[config.mk]
export PLATFORM = sky130hd
export DESIGN_NAME = custom_axi_ip_regs
export DESIGN_NICKNAME = d
export VERILOG_FILES = /design/src/rtl/custom_axi_ip_regs.sv
export SDC_FILE = /design/constraint.sdc
export NUM_CORES = 1
export LEC_CHECK = 0
export ABC_AREA = 1
export CAP_MARGIN = 20
export CORE_MARGIN = 2
export CORE_UTILIZATION = 51
export DETAILED_ROUTE_END_ITERATION = 8
export PLACE_DENSITY = 0.88
export SLEW_MARGIN = 40
export SYNTH_ARGS = -nofsm -noshare
export SYNTH_HDL_FRONTEND = slang
export SYNTH_SLANG_ARGS = --single-unit
[constraint.sdc]
create_clock -name clk_i -period 1.9 [get_ports clk_i]
set_input_delay 0.38 -clock clk_i [delete_from_list [all_inputs] [get_ports clk_i]]
set_output_delay 0.38 -clock clk_i [all_outputs]
set_load 0.1 [all_outputs]
[src/rtl/custom_axi_ip_regs.sv]
// custom_axi_ip_regs: AXI4-Lite registers (operand, START, status, result) for custom_axi_ip; ports: clk_i/rst_ni, s_axi_* slave, ipreg_data_o/enable_o to core, ipreg_data_i/wen_i/status_i from core
module custom_axi_ip_regs #(
  parameter int DATA_WIDTH = 32,
  parameter int ADDR_WIDTH = 8
) (
  input  logic                      clk_i,
  input  logic                      rst_ni,
  input  logic [ADDR_WIDTH-1:0]     s_axi_awaddr,
  input  logic                      s_axi_awvalid,
  output logic                      s_axi_awready,
  input  logic [DATA_WIDTH-1:0]     s_axi_wdata,
  input  logic [DATA_WIDTH/8-1:0]   s_axi_wstrb,
  input  logic                      s_axi_wvalid,
  output logic                      s_axi_wready,
  output logic [1:0]                s_axi_bresp,
  output logic                      s_axi_bvalid,
  input  logic                      s_axi_bready,
  input  logic [ADDR_WIDTH-1:0]     s_axi_araddr,
  input  logic                      s_axi_arvalid,
  output logic                      s_axi_arready,
  output logic [DATA_WIDTH-1:0]     s_axi_rdata,
  output logic [1:0]                s_axi_rresp,
  output logic                      s_axi_rvalid,
  input  logic                      s_axi_rready,
  output logic [2*DATA_WIDTH-1:0]   ipreg_data_o,
  output logic                      enable_o,
  input  logic [2*DATA_WIDTH-1:0]   ipreg_data_i,
  input  logic                      wen_i,
  input  logic [1:0]                status_i
);
  typedef enum logic [1:0] {W_IDLE, W_ACK, W_RESP} wstate_e;
  typedef enum logic [1:0] {R_IDLE, R_ACK, R_DATA} rstate_e;
  wstate_e wstate, wnext;
  rstate_e rstate, rnext;
  logic [DATA_WIDTH-1:0] data_lo, data_hi, result_lo, result_hi, rmux;
  logic result_valid, start_dropped, start_req, wack, rack;
  logic [2:0] waddr, raddr;
  logic unused;
  assign unused = ^{s_axi_awaddr[1:0], s_axi_awaddr[ADDR_WIDTH-1:5], s_axi_araddr[1:0], s_axi_araddr[ADDR_WIDTH-1:5]};
  assign waddr = s_axi_awaddr[4:2];
  assign raddr = s_axi_araddr[4:2];
  assign wack = wstate == W_ACK;
  assign rack = rstate == R_ACK;
  assign start_req = wack && waddr == 3'd0 && s_axi_wdata[0] && s_axi_wstrb[0];
  assign ipreg_data_o = {data_hi, data_lo};
  function automatic logic [DATA_WIDTH-1:0] merge(input logic [DATA_WIDTH-1:0] old, input logic [DATA_WIDTH-1:0] d, input logic [DATA_WIDTH/8-1:0] s);
    merge = old;
    for (int i = 0; i < DATA_WIDTH/8; i++) if (s[i]) merge[i*8 +: 8] = d[i*8 +: 8];
  endfunction
  always_ff @(posedge clk_i or negedge rst_ni)
    if (!rst_ni) begin
      wstate <= W_IDLE;
      rstate <= R_IDLE;
    end else begin
      wstate <= wnext;
      rstate <= rnext;
    end
  always_comb begin
    wnext = wstate;
    s_axi_awready = 1'b0;
    s_axi_wready = 1'b0;
    s_axi_bvalid = 1'b0;
    case (wstate)
      W_IDLE: wnext = s_axi_awvalid && s_axi_wvalid ? W_ACK : W_IDLE;
      W_ACK: begin
        s_axi_awready = 1'b1;
        s_axi_wready = 1'b1;
        wnext = W_RESP;
      end
      W_RESP: begin
        s_axi_bvalid = 1'b1;
        wnext = s_axi_bready ? W_IDLE : W_RESP;
      end
      default: wnext = W_IDLE;
    endcase
  end
  always_comb begin
    rnext = rstate;
    s_axi_arready = 1'b0;
    s_axi_rvalid = 1'b0;
    case (rstate)
      R_IDLE: rnext = s_axi_arvalid ? R_ACK : R_IDLE;
      R_ACK: begin
        s_axi_arready = 1'b1;
        rnext = R_DATA;
      end
      R_DATA: begin
        s_axi_rvalid = 1'b1;
        rnext = s_axi_rready ? R_IDLE : R_DATA;
      end
      default: rnext = R_IDLE;
    endcase
  end
  always_comb
    rmux = raddr == 3'd1 ? {{(DATA_WIDTH-4){1'b0}}, start_dropped, result_valid, status_i} :
           raddr == 3'd2 ? data_lo :
           raddr == 3'd3 ? data_hi :
           raddr == 3'd4 ? result_lo :
           raddr == 3'd5 ? result_hi : '0;
  always_ff @(posedge clk_i or negedge rst_ni)
    if (!rst_ni) begin
      data_lo <= '0;
      data_hi <= '0;
      result_lo <= '0;
      result_hi <= '0;
      result_valid <= 1'b0;
      start_dropped <= 1'b0;
      enable_o <= 1'b0;
      s_axi_bresp <= 2'b00;
      s_axi_rresp <= 2'b00;
      s_axi_rdata <= '0;
    end else begin
      enable_o <= start_req && status_i == 2'd0;
      if (wack && waddr == 3'd2) data_lo <= merge(data_lo, s_axi_wdata, s_axi_wstrb);
      if (wack && waddr == 3'd3) data_hi <= merge(data_hi, s_axi_wdata, s_axi_wstrb);
      if (start_req && status_i != 2'd0) start_dropped <= 1'b1;
      else if (wack && waddr == 3'd1 && s_axi_wdata[3] && s_axi_wstrb[0]) start_dropped <= 1'b0;
      if (wen_i) {result_hi, result_lo} <= ipreg_data_i;
      // a capture in the same cycle as the RESULT_HI read must leave the flag set
      if (wen_i) result_valid <= 1'b1;
      else if (rack && raddr == 3'd5) result_valid <= 1'b0;
      if (wack) s_axi_bresp <= waddr > 3'd5 ? 2'b10 : 2'b00;
      if (rack) begin
        s_axi_rdata <= rmux;
        s_axi_rresp <= raddr > 3'd5 ? 2'b10 : 2'b00;
      end
    end
endmodule

==> flow_summary.json, run 1 <==
{
  "synth_fa_ha_area_share_pct": 0,
  "yosysWarnings": 0,
  "hold_viol": 0,
  "worst-setup-path-type": "flip-flop to output pin",
  "antenna_found_initial": 0,
  "crit_fanout": 5,
  "nNetsFinal": 1287,
  "setup_ws_ns": 0.0953,
  "gp_congestion": 0.831,
  "synthArstFlopShare_pct": 100,
  "critPathArrivalTime_ns": 1.42,
  "crit_chain": "inv_1 -> nand2_2 -> clkinvlp_4 -> buf_12",
  "dieArea_sq_mm": 0.0163,
  "layout-drive-gt1-share_pct": 17.9,
  "crit_family": "buffers and inverters",
  "core_sq_mm": 0.0150,
  "routedWlPerCell_um": 17.1,
  "dpl.hpwl_um": 16300,
  "clk_path_buf_depth": 2,
  "fin_skew_ns": 0.00908,
  "syn_to_final_growth_pct": 43.5,
  "max_freq_ghz": 0.554,
  "cts-buffers-inserted": 17,
  "pin_count": 232,
  "vias": 7435,
  "power_density_mw_per_mm2": 1450,
  "ff_latch_area_sq_mm": 0.00423,
  "synth-edff-count": 0,
  "setup_viol": 0,
  "cap_violations": 0,
  "portBuffers": 219,
  "path_clk_slew_ns": 0.06,
  "p_total_w": 0.0162,
  "path_buf_inv": 3,
  "cts_tree": "built",
  "first_global_vias": 7448,
  "pre_cts_slack_ns": -0.0153,
  "htreeDepth": 4,
  "slew_viol_final": 0,
  "cts-root-buf": "clkbuf_16",
  "synth_ff_type": "dfrtp_1",
  "syn_area_per_cell_sq_um": 8.29,
  "cp_slowest_cell": "dfrtp_1",
  "grt_pass1_wl_um": 37300,
  "start_util_pct": 51.8,
  "synth_compound_area_share_pct": 15.3,
  "synthMuxAreaShare_pct": 0,
  "dr.pass1.iters": 6,
  "fin_area_sq_mm": 0.0112,
  "multi_input_area_sq_mm": 0.00286,
  "diodes": 0,
  "leakagePower_nw": 5.64,
  "cts_resized": 0,
  "cts.sinks": 169,
  "post-route-period-util_pct": 95.0,
  "dieHeight_um": 128,
  "place_area_sq_mm": 0.0105,
  "finalSetupTns_ns": 0,
  "hp-class": "input pin to asynchronous set/reset pin",
  "end_kind": "output pin",
  "clk_latency_ns": 0.43,
  "outcome": "finished, final reports clean",
  "synth_top_family_by_area": "simple AND/OR/NAND/NOR gates",
  "max_stage_delay_ns": 0.36,
  "crit_required_ns": 1.52,
  "drcViolationCount": 0,
  "grt_max_degree": 47,
  "wirelength_um": 23300,
  "postSynthCellCount": 939,
  "netlist_area_sq_mm": 0.00778,
  "worst_setup_path_start_kind": "flip-flop",
  "synth-seq-area-share_pct": 54.3,
  "die_x_um": 128,
  "grt_overflow": 0,
  "avgViaCountPerCell": 5.46,
  "antenna_left": 0,
  "vdd_drop_max_v": 0.00105,
  "holdWs_ns": 0.439,
  "synth-seq-cells": 169,
  "rows": 45,
  "drt_iter0_drc": 664,
  "track_usage_pct": 29.5,
  "grt_setup_unrepaired": "no",
  "relSlewSlack_pct": 53.2,
  "synth_xor_area_share_pct": 0,
  "yosys.area_share.simple_pct": 21.2,
  "nFillCells": 1024,
  "synth_cell_types": 28,
  "fin_crit_ns": 1.80,
  "timing_worst_slew_pin_value_ns": 0.701
}
-- synth_stat cells, types with 3 or more instances --
| cell | count | area (sq um) |
|---|---|---|
| buf_4 | 11 | 82.6 |
| a21oi_1 | 53 | 265 |
| o21ai_2 | 8 | 70.1 |
| nor2_4 | 6 | 67.6 |
| a21oi_2 | 3 | 26.3 |
| buf_6 | 6 | 67.6 |
| nand2_1 | 337 | 1260 |
| buf_2 | 11 | 55.1 |
| dfrtp_1 | 169 | 4230 |
| o21ai_0 | 109 | 546 |
| nand2_2 | 3 | 18.8 |
| inv_1 | 104 | 390 |
| nand3_1 | 13 | 65.1 |
| o21bai_1 | 4 | 30.0 |
| inv_2 | 5 | 18.8 |
| nor2_1 | 5 | 18.8 |
| nand4_1 | 17 | 106 |
| o21ai_1 | 9 | 45.0 |
| buf_1 | 4 | 15.0 |
| o211ai_1 | 27 | 203 |
| nand3_2 | 5 | 50.1 |
| nor3_1 | 3 | 15.0 |
| clkbuf_1 | 21 | 78.8 |
-- what timing repair did --
action | 4_1_cts | 5_1_grt
hold buffers | 1 | 0
buffers inserted | 1 | 0
endpoints found under the setup margin | 2 | 0
endpoints found under the hold margin | 38 | 0
-- power by group --
part	internal, W	switching, W
sequential	0.00431	0.000537
clock	0.00218	0.00143
combinational	0.00195	0.00578
-- flip-flops by register name, indices dropped and copies added (netlist names) --
name,flops
result_lo,32
result_hi,32
start_dropped,1
rstate,2
s_axi_rdata,32
data_lo,32
s_axi_rresp,1
enable_o,1
data_hi,32
result_valid,1
wstate,2
s_axi_bresp,1
-- worst paths after layout --
kind	from	endpoint	slack (ns)	depth (start not counted)
worst max register to register	wstate[1]	data_hi[23]	0.17	7
worst min-delay path	rst_ni	wstate[1]	0.44	2
worst min register to register	wstate[1]	wstate[0]	0.44	1
worst max-delay path	wstate[1]	s_axi_wready	0.1	4
min in group clk_i	wstate[1]	wstate[0]	0.44	1
max in group asynchronous	rst_ni	s_axi_rdata[18]	0.85	3
-- kinds of logic (layout without fill, tap and decap cells) --
group	count (synthesis)	after routing
simple gates	393	393
compound gates	214	214
flops	169	169
buf+inv	162	396
other cells	1	2
-- layer usage --
layer  up-vias  wire (um)  global-route usage, %
met2       404      11500                   48.7
met1      3514       9010                   37.0
met5         -          0                      0
met3        77       1880                   6.62
met4         0        893                   14.2
li1       3440          -                      -
-- stage by stage --
stage,utilization [%],instances
2_1_floorplan,-,940
3_3_place_gp,70.1,1328
3_5_place_dp,70.1,1328
4_1_cts,74.3,1362
5_1_grt,74.3,1362
6_report,74.3,1362
-- final cells by class --
type                            count  share of cell area [%]
Clock buffer                       22                    4.25
Clock inverter                     10                    1.28
Inverter                          109                    3.70
Multi-Input combinational cell    609                    25.6
Sequential cell                   169                    37.9
Tap cell                          188                    2.11
Timing Repair Buffer              255                    25.2
-- cells in the final DEF (no fill, tap or decap), types with 4 or more instances in the layout --
cell and count:
buf_4 89, nand3_1 13, dfrtp_1 169, nor2_4 7, a21oi_1 53, clkbuf_16 17, nand3_2 5, clkdlybuf4s50_1 111
o21ai_0 109, o211ai_1 27, o21bai_1 4, buf_12 50, inv_1 103, clkinv_4 4, o21ai_2 8, o21ai_1 9
nand2_1 337, nand4_1 17, inv_2 5
Note: power is estimated with default switching activity, not from simulation.
==> run 2: changes to the inputs <==
--- a/config.mk
+++ b/config.mk
@@ -10,6 +10,7 @@
 export CORE_MARGIN = 2
 export CORE_UTILIZATION = 51
 export DETAILED_ROUTE_END_ITERATION = 8
+export GPL_TIMING_DRIVEN = 0
 export PLACE_DENSITY = 0.88
 export SLEW_MARGIN = 40
 export SYNTH_ARGS = -nofsm -noshare
==> run 2 against run 1 <==
Compared with the run above: clock-buffer cell count rose by 4; global-route usage down 0.42 points; non-clock buffer count rose by 22; hold slack worse by 0.065 ns; critical path type unchanged; critical endpoint is now s_axi_bvalid; highest routed layer unchanged.
==> flow_summary.json, run 2 (same netlist as run 1, synthesis figures left out) <==
{
  "cts-root-buf": "clkbuf_16",
  "cp_slowest_cell": "buf_2",
  "diodes": 0,
  "hold_viol": 0,
  "timing_worst_slew_pin_value_ns": 0.600,
  "crit_chain": "nor2_2 -> buf_2",
  "slew_viol_final": 0,
  "start_util_pct": 51.8,
  "placed_cells": 1347,
  "cts.sinks": 169,
  "layout-drive-gt1-share_pct": 17.1,
  "place_area_sq_mm": 0.00975,
  "layout_commonest_cell": "nand2_1",
  "grt_pass1_wl_um": 36600,
  "drcViolationCount": 0,
  "drt_iter0_drc": 610,
  "cp.depth": 2,
  "path_buf_inv": 1,
  "antenna_left": 0,
  "grt_setup_unrepaired": "no",
  "hp-class": "input pin to flip-flop",
  "fin_skew_ns": 0.0119,
  "vdd_drop_max_v": 0.00119,
  "outcome": "finished, final reports clean",
  "nNetsFinal": 1309,
  "crit_fanout": 3,
  "worst-setup-path-type": "flip-flop to output pin",
  "worstHoldPathCells": 2,
  "dpl.hpwl_um": 16700,
  "die_x_um": 128,
  "cts_tree": "built",
  "pin_count": 232,
  "p_switching_w": 0.00756,
  "p_clk_share_pct": 23.2,
  "max_freq_ghz": 0.547,
  "internal-power_w": 0.00761,
  "setup_viol": 0,
  "cap_violations": 0,
  "sw_frac_of_total_pct": 49.8,
  "worst_setup_path_start_kind": "flip-flop",
  "leakagePower_nw": 5.45,
  "path_clk_slew_ns": 0.06,
  "routedWlPerCell_um": 17.0,
  "syn_to_final_growth_pct": 33.8,
  "vias": 7394,
  "crit_family": "buffers and inverters",
  "portBuffers": 217,
  "dieArea_sq_mm": 0.0163,
  "final_cell_mix": "337 x nand2_1, 169 x dfrtp_1, 112 x buf_2, 112 x clkdlybuf4s50_1, 109 x o21ai_0",
  "max_stage_delay_ns": 0.44,
  "grt_overflow": 0,
  "comb_power_share_pct": 45.6,
  "relSlewSlack_pct": 60.0,
  "htreeDepth": 4,
  "fin_area_sq_mm": 0.0104,
  "post-route-period-util_pct": 96.3,
  "r2r.worst_path.cells": 8,
  "power_density_mw_per_mm2": 1460,
  "cts-buffers-inserted": 17,
  "first_global_vias": 7112,
  "core_sq_mm": 0.0150,
  "dieHeight_um": 128,
  "grt_max_degree": 67,
  "track_usage_pct": 29.1,
  "rows": 45,
  "antenna_found_initial": 0,
  "gp_congestion": 0.872,
  "critPathArrivalTime_ns": 1.45,
  "fin_crit_ns": 1.83,
  "dr.pass1.iters": 5,
  "crit_required_ns": 1.52,
  "avgViaCountPerCell": 5.34,
  "final_cells": 1384,
  "wirelength_um": 23600,
  "clk_path_buf_depth": 2,
  "clk_latency_ns": 0.43,
  "seq_power_share_pct": 31.2,
  "end_kind": "output pin"
}
## run 2: changes by cell type in the layout (fill, tap and decap cells not counted), sizes merged
cell           previous run  this run
clkinv                    6         2
clkinvlp                  2         3
bufinv                    3         2
clkdlybuf4s50           111       112
clkbuf                   22        47
## run 2: repair_timing
| item | CTS | global route |
|---|---|---|
| hold endpoints to repair | 41 | 0 |
| pin swaps | 0 | 1 |
| setup endpoints to repair | 3 | 2 |
| hold buffers | 1 | 0 |
| buffers inserted | 2 | 2 |
| resized for setup | 5 | 2 |
## run 2: per-layer routing
metal / up-vias / global-route usage (%) / part of all wire [%]
li1: 3493 / - / -
met1: 3496 / 38.0 / 41
met2: 355 / 47.7 / 49
met3: 50 / 7.24 / 7.5
met4: 0 / 9.76 / 2.2
met5: - / 0 / 0
## run 2: area by class of cell
type / count / area, sq um
multi-input cells: 609 / 2860
inverters: 109 / 413
plain buffers: 53 / 299
clock buffers: 26 / 519
repair buffers: 224 / 1770
well taps: 188 / 235
clock inverters: 6 / 85.1
fillers: 1188 / 4620
flip-flops and latches: 169 / 4230
## run 2: power groups by stage
stage / clock [W] / combinational (W) / sequential [W]
4_1_cts: 0.00355 / 0.00690 / 0.00472
5_1_grt: 0.00371 / 0.00721 / 0.00480
2_1_floorplan: 0 / 0.00139 / 0.00879
3_3_place_gp: 0 / 0.00731 / 0.00478
6_report: 0.00352 / 0.00692 / 0.00473
3_5_place_dp: 0 / 0.00686 / 0.00477
## run 2: stage by stage
stage	setup slack (ns)	utilization (%)	total power [W]	TNS [ns]	hold WS, ns
3_3_place_gp	-6.27	67.9	0.0121	-1065.40	0.415
5_1_grt	0.00552	69.3	0.0157	0	0.385
4_1_cts	0.0351	69.1	0.0152	0	0.351
3_5_place_dp	-0.206	64.8	0.0116	-6.83	0.297
2_1_floorplan	0.0425	-	0.0102	0	0.0844
6_report	0.0712	69.3	0.0152	0	0.374
## run 2: path summary, 6_finish.rpt
kind | slack, ns | to | start
max | 0.07 | s_axi_bvalid | wstate[0]
min in group asynchronous | 0.44 | wstate[0] | rst_ni
min | 0.37 | result_hi[23] | wen_i
max in group asynchronous | 0.81 | s_axi_rdata[6] | rst_ni
max reg2reg | 0.12 | data_lo[17] | wstate[1]
min reg2reg | 0.43 | wstate[0] | wstate[1]
